File: config.mk
export PLATFORM = sky130hd
export DESIGN_NAME = display_scan_ctrl
export DESIGN_NICKNAME = d
export VERILOG_FILES = /design/src/rtl/display_scan_ctrl.sv
export SDC_FILE = /design/constraint.sdc
export NUM_CORES = 1
export LEC_CHECK = 0
export ABC_AREA = 1
export ABC_CLOCK_PERIOD_IN_PS = 3200
export BUFFER_PORTS_ARGS = -buffer_cell sky130_fd_sc_hd__buf_2
export CORE_MARGIN = 3
export CORE_UTILIZATION = 55
export DETAILED_ROUTE_END_ITERATION = 16
export GPL_ROUTABILITY_DRIVEN = 0
export PLACE_DENSITY = 0.75
export SLEW_MARGIN = 20
export SYNTH_ARGS = -nofsm -noshare
export SYNTH_HDL_FRONTEND = slang
export SYNTH_SLANG_ARGS = --single-unit
File: constraint.sdc
create_clock -name clk_100MHz -period 3.2 [get_ports clk_100MHz]
set_clock_uncertainty 0.05 [all_clocks]
set_input_delay 0.64 -clock clk_100MHz [delete_from_list [all_inputs] [get_ports clk_100MHz]]
set_output_delay 0.64 -clock clk_100MHz [all_outputs]
set_load 0.005 [all_outputs]
File: src/rtl/display_scan_ctrl.sv
// 4-digit 7-segment scan scheduler: blank/drive slots, per-frame latch.
// Optional LEADING_ZERO_BLANK_EN suppresses leading zero digits 3..1.
module display_scan_ctrl #(
  parameter int SCAN_DIV  = 100000,
  parameter int BLANK_CYC = 1000
) (
  input  logic        clk_100MHz,
  input  logic        reset,
  input  logic        enable,
  input  logic [15:0] digits,
  input  logic [3:0]  dp_mask,
  output logic [6:0]  seg,
  output logic        dp,
  output logic [3:0]  an,
  output logic        slot_tick,
  output logic        frame_done
);

  localparam int CW = (SCAN_DIV > 2) ? $clog2(SCAN_DIV) : 1;
  localparam logic [CW-1:0] BLANK_LAST =
    CW'((BLANK_CYC == 0) ? 0 : BLANK_CYC - 1);
  localparam logic [CW-1:0] DRIVE_LAST =
    CW'(SCAN_DIV - BLANK_CYC - 1);

  typedef enum logic [1:0] {
    S_IDLE,
    S_BLANK,
    S_DRIVE
  } state_t;

  localparam state_t S_FIRST = (BLANK_CYC == 0) ? S_DRIVE : S_BLANK;

  state_t        r_state, w_state_n;
  logic [1:0]    r_idx, w_idx_n;
  logic [CW-1:0] r_cnt, w_cnt_n;
  logic [15:0]   r_digits, w_digits_n;
  logic [3:0]    r_dpm, w_dpm_n;
  logic [6:0]    r_seg, w_seg_n;
  logic          r_dp, w_dp_n;
  logic [3:0]    r_an, w_an_n;
  logic          r_tick, w_tick_n;
  logic          r_fd, w_fd_n;
  logic [3:0]    w_nib;

  function automatic logic [6:0] decode(input logic [3:0] n);
    logic [6:0] s;
    case (n)
      4'h0: s = 7'b0000001;
      4'h1: s = 7'b1001111;
      4'h2: s = 7'b0010010;
      4'h3: s = 7'b0000110;
      4'h4: s = 7'b1001100;
      4'h5: s = 7'b0100100;
      4'h6: s = 7'b0100000;
      4'h7: s = 7'b0001111;
      4'h8: s = 7'b0000000;
      4'h9: s = 7'b0000100;
      4'hA: s = 7'b0001000;
      4'hB: s = 7'b1100000;
      4'hC: s = 7'b0110001;
      4'hD: s = 7'b1000010;
      4'hE: s = 7'b0110000;
      default: s = 7'b0111000;
    endcase
    return s;
  endfunction

`ifdef LEADING_ZERO_BLANK_EN
  function automatic logic lz_blank(
    input logic [15:0] d,
    input logic [1:0]  i
  );
    logic b;
    case (i)
      2'd3: b = (d[15:12] == 4'h0);
      2'd2: b = (d[15:8] == 8'h00);
      2'd1: b = (d[15:4] == 12'h000);
      default: b = 1'b0;
    endcase
    return b;
  endfunction
`endif

  always_comb begin
    w_state_n  = r_state;
    w_idx_n    = r_idx;
    w_cnt_n    = r_cnt;
    w_digits_n = r_digits;
    w_dpm_n    = r_dpm;
    w_fd_n     = 1'b0;
    if (!enable) begin
      w_state_n = S_IDLE;
      w_idx_n   = 2'd0;
      w_cnt_n   = '0;
    end else begin
      case (r_state)
        S_IDLE: begin
          w_state_n  = S_FIRST;
          w_idx_n    = 2'd0;
          w_cnt_n    = '0;
          w_digits_n = digits;
          w_dpm_n    = dp_mask;
        end
        S_BLANK: begin
          if (r_cnt == BLANK_LAST) begin
            w_state_n = S_DRIVE;
            w_cnt_n   = '0;
          end else begin
            w_cnt_n = r_cnt + 1'b1;
          end
        end
        S_DRIVE: begin
          if (r_cnt == DRIVE_LAST) begin
            w_state_n = S_FIRST;
            w_cnt_n   = '0;
            w_idx_n   = r_idx + 2'd1;
            // Frame boundary: pick up new inputs only on the 3->0 wrap
            if (r_idx == 2'd3) begin
              w_digits_n = digits;
              w_dpm_n    = dp_mask;
              w_fd_n     = 1'b1;
            end
          end else begin
            w_cnt_n = r_cnt + 1'b1;
          end
        end
        default: begin
          w_state_n = S_IDLE;
          w_idx_n   = 2'd0;
          w_cnt_n   = '0;
        end
      endcase
    end
  end

  always_comb begin
    w_an_n   = 4'hF;
    w_seg_n  = 7'h7F;
    w_dp_n   = 1'b1;
    w_tick_n = 1'b0;
    w_nib    = w_digits_n[{w_idx_n, 2'b00} +: 4];
    if (w_state_n == S_DRIVE) begin
      w_an_n   = ~(4'b0001 << w_idx_n);
      w_seg_n  = decode(w_nib);
`ifdef LEADING_ZERO_BLANK_EN
      if (lz_blank(w_digits_n, w_idx_n))
        w_seg_n = 7'h7F;
`endif
      w_dp_n   = ~w_dpm_n[w_idx_n];
      w_tick_n = (w_cnt_n == '0);
    end
  end

  always_ff @(posedge clk_100MHz or negedge reset) begin
    if (!reset) begin
      r_state  <= S_IDLE;
      r_idx    <= 2'd0;
      r_cnt    <= '0;
      r_digits <= 16'h0000;
      r_dpm    <= 4'h0;
      r_seg    <= 7'h7F;
      r_dp     <= 1'b1;
      r_an     <= 4'hF;
      r_tick   <= 1'b0;
      r_fd     <= 1'b0;
    end else begin
      r_state  <= w_state_n;
      r_idx    <= w_idx_n;
      r_cnt    <= w_cnt_n;
      r_digits <= w_digits_n;
      r_dpm    <= w_dpm_n;
      r_seg    <= w_seg_n;
      r_dp     <= w_dp_n;
      r_an     <= w_an_n;
      r_tick   <= w_tick_n;
      r_fd     <= w_fd_n;
    end
  end

  assign seg        = r_seg;
  assign dp         = r_dp;
  assign an         = r_an;
  assign slot_tick  = r_tick;
  assign frame_done = r_fd;

endmodule

# Word-level counts from Yosys, hierarchy flattened
# Memories as Yosys holds them, arrays and structs flattened.
# Cells that the tools add are included.
# classes
order_cmp	1
addsub	2
n_eq_ne	6
muxes	29
shifts	2
reduce_logical	2
bitwise_logic	2
# ops
op	count
17-bit two-way mux	3
16-bit two-way mux	3
17-bit one-hot mux with 2 select lines	1
16-bit one-hot mux with 2 select lines	1
17-bit by 1-bit adder with 17-bit output (second input constant)	1
17-bit by 10-bit equality test with 1-bit output (second input constant)	1
17-bit equality test (second input constant)	1
17-bit logical NOT	1
4-bit two-way mux	4
16-bit by 5-bit indexed part select with 4-bit output	1
2-bit two-way mux	5
4-bit one-hot mux with 2 select lines	1
1-bit two-way mux	7
7-bit two-way mux	1
2-bit equality test (second input constant)	3
2-bit one-hot mux with 3 select lines	1
4-bit NOT	1
2-bit one-hot mux with 2 select lines	1
1-bit by 2-bit left shift with 4-bit output (first input constant)	1
2-bit by 3-bit < comparator with 1-bit output (second input constant)	1
2-bit by 1-bit adder with 2-bit output (second input constant)	1
1-bit binary-select mux with 2-bit select	1
2-bit by 1-bit equality test with 1-bit output (second input constant)	1
2-bit logical NOT	1
1-bit NOT	1
# word_totals
mem_count	1
out_inout_bits	14
register_bits	55
romBits	112
word_cells	55
# memory_table
memory	words	width	read_ports	rd_ports_with_merged_regs	wr	line	text
(name not given)	16	7	1	0	0	47	case (n)

# Logic depth before layout (Yosys ltp)
# Gate-level depths: netlist (run 1).
# depth
ltp_word	9
mapped_depth	22
depth_no_buf	22

# Worst setup path after synthesis (run 1)
# Ideal clock, no wire load.
# synth_path
path_type	in2reg
startpoint	in enable
endpoint	reg r_seg[3] (netlist: seg[3])
setup_ns	0.088
path_slack_ns	0.736
path_stages	16
t_required_ns	3.062
t_arrival_ns	2.326
path_cell_list	buf_2 inv_1 a21oi_1 inv_1 clkbuf_1 nand2_1 nand2_1 nand2_1 nand2_1 nor2_2 inv_1 ha_1 nand2_2 nand2_1 nand2_1 nand3_1
# synth_between
elab_chain_len	4
# synth_lines
item	line	text
start: declaration	9	input logic enable,
16-bit two-way mux	91	if (!enable) begin
named net w_digits_n[13]	36	logic [15:0] r_digits, w_digits_n;
16-bit by 5-bit indexed part select with 4-bit output	141	w_nib = w_digits_n[{w_idx_n, 2'b00} +: 4];
memory read 16 x 7 bit	n/a	
7-bit two-way mux	142	if (w_state_n == S_DRIVE) begin
named net w_seg_n[3]	38	logic [6:0] r_seg, w_seg_n;
end signal: assignment	172	r_seg <= w_seg_n;
end: declaration	38	
# The timed path passes the listed nets, and every way through them passes these cells.

# Worst setup path after layout (run 1)
# layout_path
startpoint	reg r_state[0]
endpoint	reg r_seg[1] (netlist: seg[1])
# layout_between
elab_chain_len	6
# layout_lines
item	line	text
start: declaration	33	state_t r_state, w_state_n;
start signal: assignment	167	r_state <= w_state_n;
2-bit equality test or 2-bit logical NOT (tied branches)	96	case (r_state)
16-bit one-hot mux with 2 select lines *	96	
16-bit two-way mux *	91	
named net w_digits_n[9]	36	
16-bit by 5-bit indexed part select with 4-bit output *	141	
memory read 16 x 7 bit *	n/a	
7-bit two-way mux *	142	
named net w_seg_n[1]	38	
# The timed path passes the listed nets; every way through them passes the cells marked *.

==> results of run 1 <==
## metrics by stage
stage | cell area [um2] | setup slack [ns] | hold slack (ns)
finish | 4130 | 0.377 | 0.412
global placement | 4030 | 0.379 | 0.413
detailed placement | 4030 | 0.288 | 0.421
CTS | 4130 | 0.277 | 0.437
floorplan | 3760 | 0.736 | 0.294
global route | 4130 | 0.0973 | 0.479
## placed cells by master, fill, tap and decap left out, drive strengths merged, types with 2 or more instances in the layout
cell type / instances
a21oi: 3
a22o: 2
a22oi: 2
buf: 45
clkbuf: 5
clkinv: 2
dfrtp: 43
dfstp: 12
ha: 12
inv: 59
nand2: 248
nand3: 34
nand4: 19
nor2: 57
nor3: 7
nor3b: 2
o2111ai: 2
o21ai: 11
or2: 2
xor2: 6
## registers in the layout (all words and copies together), names as in the netlist
name,flops
slot_tick,1
r_digits,16
dp,1
r_cnt,17
r_idx,2
frame_done,1
an,4
seg,7
r_state,2
r_dpm,4
## final cells by class
| class | instances | share of cell area [%] |
|---|---|---|
| clock inverters | 3 | 0.666 |
| clock buffers | 5 | 1.67 |
| inverters | 59 | 5.36 |
| flip-flops and latches | 55 | 33.7 |
| repair buffers | 45 | 6.00 |
| multi-input cells | 411 | 50.3 |
| well taps | 77 | 2.33 |
## per-layer routing
layer	wire [um]	share of wire, %
met5	0	0
met4	65	0.71
met3	494	5.4
met2	4510	49
met1	4130	45
## how the worst max path moves through the flow
| stage | startpoint | to | slack [ns] | cells after the start |
|---|---|---|---|---|
| after detailed placement | r_state[0] | seg[5] | 0.29 | 15 |
| after CTS | r_state[0] | seg[3] | 0.28 | 16 |
| after global placement | r_state[0] | seg[3] | 0.38 | 16 |
| after global routing | r_state[0] | seg[3] | 0.1 | 16 |
| after floorplan | enable | seg[3] | 0.74 | 16 |
| final | r_state[0] | seg[1] | 0.38 | 16 |
## kinds of logic (layout without fill, tap and decap cells)
kind of cell	Yosys count	count (layout)	synth area share, %
flops	55	55	37.0
simple gates	370	370	45.4
fa+ha+maj	12	12	4.00
xor+xnor	6	6	1.40
compound gates	23	23	4.36
buf+inv	74	112	7.79
## power groups by stage
stage | clock network [mW] | logic (mW) | registers [mW]
floorplan | 0 | 0.192 | 0.762
global placement | 0 | 0.264 | 0.767
detailed placement | 0 | 0.270 | 0.768
CTS | 0.430 | 0.272 | 0.755
global route | 0.456 | 0.314 | 0.760
finish | 0.425 | 0.273 | 0.755
## worst max-delay path: cells and delay by family (launching register included)
kind	cells	cell delay, ns
DFF	1	0.43
AOI/OAI and AO/OA	2	0.39
buffers and inverters	4	0.61
and+or+nand+nor	8	0.76
adders and majority gates	2	0.50
## timing repair
item / 4_1_cts / 5_1_grt
hold buffers: 0 / 0
setup endpoints to repair: 0 / 4
gates resized for setup: 0 / 2
==> reports/results.ini, run 1 <==
[status]
status=complete, no violations

[layout]
register_area_mm2=0.00139
multi_input_area_mm2=0.00208
fillers=593
syn_to_final_growth_pct=9.96
finalNonFillerCells=655
nNetsFinal=612
drive_above_1_share_pct=20.4
n_antenna_cell=0
post-route-util_pct=63.6

[grt]
met1_usage_pct=32.8
use_met2_pct=42.4
grt_max_degree=45
grt-ovfl-total=0
grt_pass1_vias=3396
gr-max-usage-layer=met2
gr-usage-all-layers_pct=25.1
grt_pass1_wl_um=15500
grt_use_met3_pct=4.00
antenna_found_initial=0

[yosys]
synthTopCellsByArea=dfrtp_1, nand2_1, dfstp_2, inv_1, nor2_1
synth.distinct_cells=37
synth_cells=540
synth-edff-count=0
yosysSeqAreaShare_pct=37.0
ys.warnings.count=0
synthFlopType=dfrtp_1
synth-seq-cells=55
synth_most_common_cell=nand2_1
syn_area_mm2=0.00376
yosysTopAreaCell=dfrtp_1
synth_nets=575
synthArstFlopShare_pct=100
synth_top_area_share_pct=28.6
synth_common_cells=nand2_1, inv_1, dfrtp_1
syn_avg_cell_area_um2=6.96

[routing]
wl_um=9200
drt_pass1_iterations=4
wl_per_cell_um=14.0
antenna_left=0
post_drt_via_cell_ratio=5.34
drtIter0Drc=167
vias=3499
drc=0

[clocking]
cts.path.max_buffers=2
cts_root_buffer=clkbuf_8
clk_pin_slew_ns=0.12
clock_latency_ns=0.32
cts_sinks=55
cts_setup_buffers=0
cts_tree=done
h-tree-depth=2
numCtsBuffers=5

[floorplan]
num_io_pins=37
start_util_pct=57.9
row_count=29
die_h_um=88.7
die-area_mm2=0.00786
fp.dieW_um=88.7
coreArea_mm2=0.00649

[timing]
min_period_ns=2.82
max_freq_mhz=354
relSlewSlack_pct=34.1
worstMarginPinSlew_ns=0.988
rsz0062_at_grt=false
fin_tns_setup_ns=0
finalSetupViolations=0
hold_violations=0
drv_slew=0
min_period_over_period_pct=88.2

[run]
drv_cap=0

[worst_setup_path]
cp-end-kind=flop
critPathArrivalTime_ns=3.03
critPathMostFrequentCell=nand2_1
critical_path.slowest_cell=dfrtp_1
crit_chain=inv_1 > ha_1 > inv_1 > a21oi_1 > inv_2 > nand2_1 > nand2_1 > nand2_1 > nand2_1 > nor2_2 > inv_1 > ha_1 > nand2_2 > o21ai_1 > nand2_1 > nand2_1
start_kind=flop
cp.required_ns=3.40
r2r_setup_slack_ns=0.38
crit_type=reg -> reg
rr_startpoint=r_state[0]
critPathMaxStageDelay_ns=0.43
r2r_cells=16
r2r_end=seg[1]
crit_path_max_fanout=16

[pwr]
combPwrFrac_pct=18.8
finalPower_mw=1.45
p_int_mw=0.988
peakVddDrop_mv=0.231
p_switching_mw=0.466
clock_power_share_pct=29.3
p_leak_nw=2.21
p_sw_share_pct=32.0
pwr-share-seq_pct=52.0
power_density_mw_per_mm2=352

[worst_hold_path]
hold_class=in -> async

[place]
io_buffers=36
dp_cells=647
dp_hpwl_um=6890

Note: power is estimated with default switching activity, not from simulation.
==> inputs of run 2 (changes only) <==
- PLACE_DENSITY: 0.75 -> 0.73
==> reports/results.ini, run 2 (synthesis results as in run 1) <==
[timing]
worstMarginPinSlew_ns=0.539  ; -0.449 ns
max_freq_mhz=361  ; +1.9%
hold_violations=0  ; unchanged
rsz0062_at_grt=false
relSlewSlack_pct=64.0  ; +30 points
min_period_ns=2.77  ; -0.0514 ns
fin_tns_setup_ns=0  ; unchanged
drv_slew=0  ; unchanged
finalSetupViolations=0  ; unchanged
min_period_over_period_pct=86.6  ; -1.6 points

[place]
io_buffers=36  ; unchanged
placed_cell_area_mm2=0.00404  ; +0.12%
dp_cells=646  ; -0.15%
dp_hpwl_um=6560  ; -4.8%

[worst_setup_path]
critPathArrivalTime_ns=2.98  ; -0.05 ns
start_kind=flop
crit_start=r_state[0]
crit_path_max_fanout=16  ; unchanged
r2r_cells=15  ; -1
endpoint=seg[5]
r2r_setup_slack_ns=0.43  ; +0.05 ns
cp-end-kind=flop
crit_type=reg -> reg
r2r_end=seg[5]
cp.required_ns=3.41  ; about the same
rr_startpoint=r_state[0]

[routing]
drc=0  ; unchanged
drt_pass1_iterations=5  ; +1
antenna_left=0  ; unchanged
drtIter0Drc=243  ; +46%
post_drt_via_cell_ratio=5.35  ; +0.24%
wl_um=9090  ; -1.2%
wl_per_cell_um=13.9  ; -1.0%
vias=3502  ; +0.086%

[pwr]
p_switching_mw=0.462  ; -0.76%
p_int_mw=1.06  ; +7.8%
finalPower_mw=1.53  ; +5.1%
clock_power_share_pct=32.2  ; +2.9 points
p_leak_nw=2.22  ; +0.55%
peakVddDrop_mv=0.234  ; +1.3%
pwr-share-seq_pct=49.4  ; -2.6 points
combPwrFrac_pct=18.4  ; -0.4 points
power_density_mw_per_mm2=367  ; +4.3%
p_sw_share_pct=30.3  ; -1.8 points

[floorplan]
die_h_um=88.7  ; unchanged
num_io_pins=37  ; unchanged
coreArea_mm2=0.00649  ; unchanged
start_util_pct=57.9  ; unchanged
row_count=29  ; unchanged
fp.dieW_um=88.7  ; unchanged
die-area_mm2=0.00786  ; unchanged

[status]
status=complete, no violations

[clocking]
cts_sinks=55  ; unchanged
cts_root_buffer=clkbuf_8
clock_latency_ns=0.32  ; about the same
h-tree-depth=2  ; unchanged
cts_hold_buffers=0  ; unchanged
cts_tree=done
cts.path.max_buffers=2  ; unchanged
ctsResizeCount=0  ; unchanged
cts_setup_buffers=0  ; unchanged
numCtsBuffers=5  ; unchanged
clk_pin_slew_ns=0.11  ; about the same

[grt]
grt-ovfl-total=0  ; unchanged
antenna_found_initial=0  ; unchanged
grt_max_degree=55  ; +22%
grt_pass1_vias=3379  ; -0.50%
grt_pass1_wl_um=15500  ; about the same
gr-usage-all-layers_pct=25.0  ; -0.029 points

[run]
drv_cap=0  ; unchanged

[worst_hold_path]
hold_class=in -> async

[layout]
largest_register=r_cnt
final_common_cell=nand2_1
register_area_mm2=0.00139  ; unchanged
multi_input_area_mm2=0.00208  ; +0.24%
fillers=584  ; -1.5%
finalNonFillerCells=654  ; -0.15%
n_antenna_cell=0  ; unchanged
post-route-util_pct=64.1  ; +0.46 points
final_cell_mix=nand2_1, inv_1, dfrtp_1
nNetsFinal=611  ; -0.16%
largest_register_ffs=17  ; unchanged
syn_to_final_growth_pct=10.8
drive_above_1_share_pct=20.1  ; -0.31 points
fin_area_mm2=0.00416  ; +0.73%

[run 2: critical path, cell delays in order, from the launching register on]
cell and delay, ns:
dfrtp_1 0.42, inv_1 0.14, ha_1 0.18, inv_1 0.11, a21oi_1 0.26, inv_1 0.32, nand2_1 0.13, nand2_1 0.11
nand2_1 0.08, nand2_1 0.10, nor2_2 0.25, ha_1 0.28, nand2_1 0.08, nor2_1 0.04, nor2_1 0.08, nand2_1 0.06
[run 2: power by group through the flow]
stage               registers, mW  logic (mW)  clock network [mW]
finish                      0.755       0.281               0.491
global route                0.758       0.321               0.524
CTS                         0.754       0.277               0.491
detailed placement          0.767       0.273                   0
global placement            0.765       0.268                   0
floorplan                   0.762       0.192                   0
[run 2: per-layer routing]
metal  part of all wire [%]  up-vias  track usage (%)
met5                      0        -                0
met4                    1.5        0             7.01
met3                    6.8       13             4.10
met2                     46      123             40.3
met1                     45     1612             34.9
li1                       -     1754                -
[run 2: layout make-up]
class,instances,area share (%)
sequential,55,33.4
clock buffer,5,1.65
tap,77,2.32
multi-input combinational,411,50.1
timing repair buffer,44,6.07
clock inverter,3,1.14
inverter,59,5.32
[run 2: how the worst min path moves through the flow]
stage          slack, ns           to  cells past startpoint
2_1_floorplan       0.29   frame_done                      0
3_3_place_gp        0.39  r_digits[0]                      1
6_report            0.05  r_digits[0]                      1
5_1_grt             0.04  r_digits[0]                      1
4_1_cts             0.05  r_digits[0]                      1
3_5_place_dp        0.39  r_digits[0]                      1
[run 2: metrics by stage]
stage	hold slack, ns	setup WS [ns]
3_5_place_dp	0.394	0.385
6_report	0.0480	0.428
4_1_cts	0.0473	0.337
2_1_floorplan	0.294	0.736
3_3_place_gp	0.387	0.456
5_1_grt	0.0366	0.126
==> inputs of run 3 (changes only) <==
- CORE_MARGIN: 3 -> 4
- CORE_UTILIZATION: 55 -> 50
- PLACE_DENSITY: 0.73 -> 0.67
==> reports/results.ini, run 3 (synthesis results as in run 1) <==
[status]
status=complete, no violations

[place]
dp_hpwl_um=6880  ; +4.9%
dp_cells=668  ; +3.4%
io_buffers=36  ; unchanged
placed_cell_area_mm2=0.00405  ; +0.37%
post-place-ws_ns=0.176  ; -0.209 ns

[clocking]
cts.path.max_buffers=2  ; unchanged
cts_root_buffer=clkbuf_8
clock_latency_ns=0.31  ; about the same
cts_sinks=55  ; unchanged
clk_pin_slew_ns=0.11  ; about the same
numCtsBuffers=5  ; unchanged
cts_setup_buffers=0  ; unchanged
h-tree-depth=2  ; unchanged
cts_tree=done

[routing]
wl_met3_um=533  ; -14%
drc=0  ; unchanged
drt_pass1_iterations=5  ; unchanged
wl_per_cell_um=13.8  ; -0.41%
antenna_left=0  ; unchanged
routed-wl-met2_um=4570  ; +8.2%
wirelength_met1_um=4180  ; +1.6%
post_drt_via_cell_ratio=5.15  ; -3.8%
routed.top_layer=met4
wl_um=9360  ; +2.9%
vias=3481  ; -0.60%
drtIter0Drc=161  ; -34%

[timing]
drv_slew=0  ; unchanged
min_period_ns=2.78  ; +0.00908 ns
max_freq_mhz=360  ; -0.33%
finalSetupViolations=0  ; unchanged
hold_violations=0  ; unchanged
relSlewSlack_pct=53.6  ; -10 points
min_period_over_period_pct=86.9  ; +0.28 points
rsz0062_at_grt=false
worst_slack_ns=0.419  ; -0.00908 ns
worstMarginPinSlew_ns=0.696  ; +0.157 ns
fin_tns_setup_ns=0  ; unchanged

[pwr]
p_sw_share_pct=30.6  ; +0.32 points
combPwrFrac_pct=18.7  ; +0.3 points
power_density_mw_per_mm2=347  ; -5.4%
p_leak_nw=2.20  ; -0.70%
p_int_mw=1.00  ; -6.0%
clock_power_share_pct=28.9  ; -3.3 points
p_switching_mw=0.441  ; -4.5%
peakVddDrop_mv=0.266  ; +13%
pwr-share-seq_pct=52.3  ; +2.9 points

[floorplan]
die_h_um=94.7  ; +6.8%
fp.dieW_um=94.7  ; +6.8%
num_io_pins=37  ; unchanged
die-area_mm2=0.00897  ; +14%
start_util_pct=51.5  ; -6.3 points
row_count=31  ; +6.9%
coreArea_mm2=0.00729  ; +12%

[layout]
n_antenna_cell=0  ; unchanged
final_cell_mix=nand2_1, inv_1, dfrtp_1
multi_input_area_mm2=0.00208  ; -0.24%
nNetsFinal=611  ; unchanged
largest_register=r_cnt
syn_to_final_growth_pct=10.6
largest_register_ffs=17  ; unchanged
final_common_cell=nand2_1
register_area_mm2=0.00139  ; unchanged
drive_above_1_share_pct=20.1  ; unchanged
fin_area_mm2=0.00415  ; -0.18%
fillers=762  ; +30%
finalNonFillerCells=676  ; +3.4%
post-route-util_pct=57.0  ; -7.1 points

[worst_setup_path]
crit_start=r_state[0]
crit_type=reg -> reg
critPathMaxStageDelay_ns=0.42  ; about the same
critPathMostFrequentCell=nand2_1
crit_chain=inv_1 > ha_1 > inv_1 > a21oi_1 > inv_1 > nand2_1 > nand2_1 > nand2_1 > nand2_1 > nor2_2 > inv_1 > ha_1 > nand2_2 > nand2_1 > nand2_1 > nand3_1
cp.required_ns=3.39  ; -0.02 ns
critPathArrivalTime_ns=2.97  ; about the same
rr_startpoint=r_state[0]
critical_path.slowest_cell=dfrtp_1
cp-end-kind=flop
crit_path_max_fanout=16  ; unchanged
start_kind=flop

[grt]
antenna_found_initial=0  ; unchanged
grt_pass1_wl_um=16100  ; +3.9%
gr-usage-all-layers_pct=22.4  ; -2.6 points
grt_max_degree=56  ; +1.8%
grt-ovfl-total=0  ; unchanged
grt_pass1_vias=3487  ; +3.2%

[worst_hold_path]
hold_class=in -> async

[run]
drv_cap=0  ; unchanged

[run 3: stage by stage]
step | power [mW] | hold WS [ns]
after CTS | 1.45 | 0.430
after global placement | 1.03 | 0.410
after floorplan | 0.954 | 0.294
after global routing | 1.53 | 0.464
after detailed placement | 1.03 | 0.422
final | 1.44 | 0.407
[run 3: area by class of cell]
| class | instances | area share (%) |
|---|---|---|
| Multi-Input combinational cell | 411 | 50.0 |
| Sequential cell | 55 | 33.5 |
| Timing Repair Buffer | 44 | 5.78 |
| Inverter | 59 | 5.33 |
| Tap cell | 99 | 2.98 |
| Clock buffer | 6 | 1.99 |
| Clock inverter | 2 | 0.392 |
[run 3: what timing repair did]
action | 4_1_cts | 5_1_grt
hold buffers | 0 | 0
setup endpoints to repair | 0 | 6
resized for setup | 0 | 1
[run 3: worst max-delay path: cells and delay by family (launching register included)]
family	cells	cell delay, ns
AO/OA/AOI/OAI	1	0.27
adder cells (fa/ha/maj)	2	0.47
buffers and inverters	4	0.68
flip-flops	1	0.42
AND/OR/NAND/NOR	9	0.84
[run 3: power groups by stage]
stage | registers (mW) | clock network, mW | logic [mW]
after detailed placement | 0.767 | 0 | 0.268
after floorplan | 0.762 | 0 | 0.192
after global routing | 0.759 | 0.459 | 0.312
final | 0.755 | 0.418 | 0.270
after CTS | 0.754 | 0.429 | 0.270
after global placement | 0.766 | 0 | 0.264
[run 3: routing by layer]
metal,up-vias,global-route usage [%]
li1,1755,-
met2,108,37.6
met1,1610,30.2
met5,-,0
met4,0,6.37
met3,8,3.11
[run 3: path summary, 6_finish.rpt]
| check | to | slack [ns] | cells after the start |
|---|---|---|---|
| setup / recovery | seg[3] | 0.42 | 16 |
| hold / removal | r_cnt[1] | 0.41 | 2 |
| setup reg to reg | seg[3] | 0.42 | 16 |
| hold reg to reg | r_cnt[0] | 0.43 | 1 |
| max in group asynchronous | r_digits[12] | 2.23 | 2 |
| min in group clk_100MHz | r_cnt[0] | 0.43 | 1 |
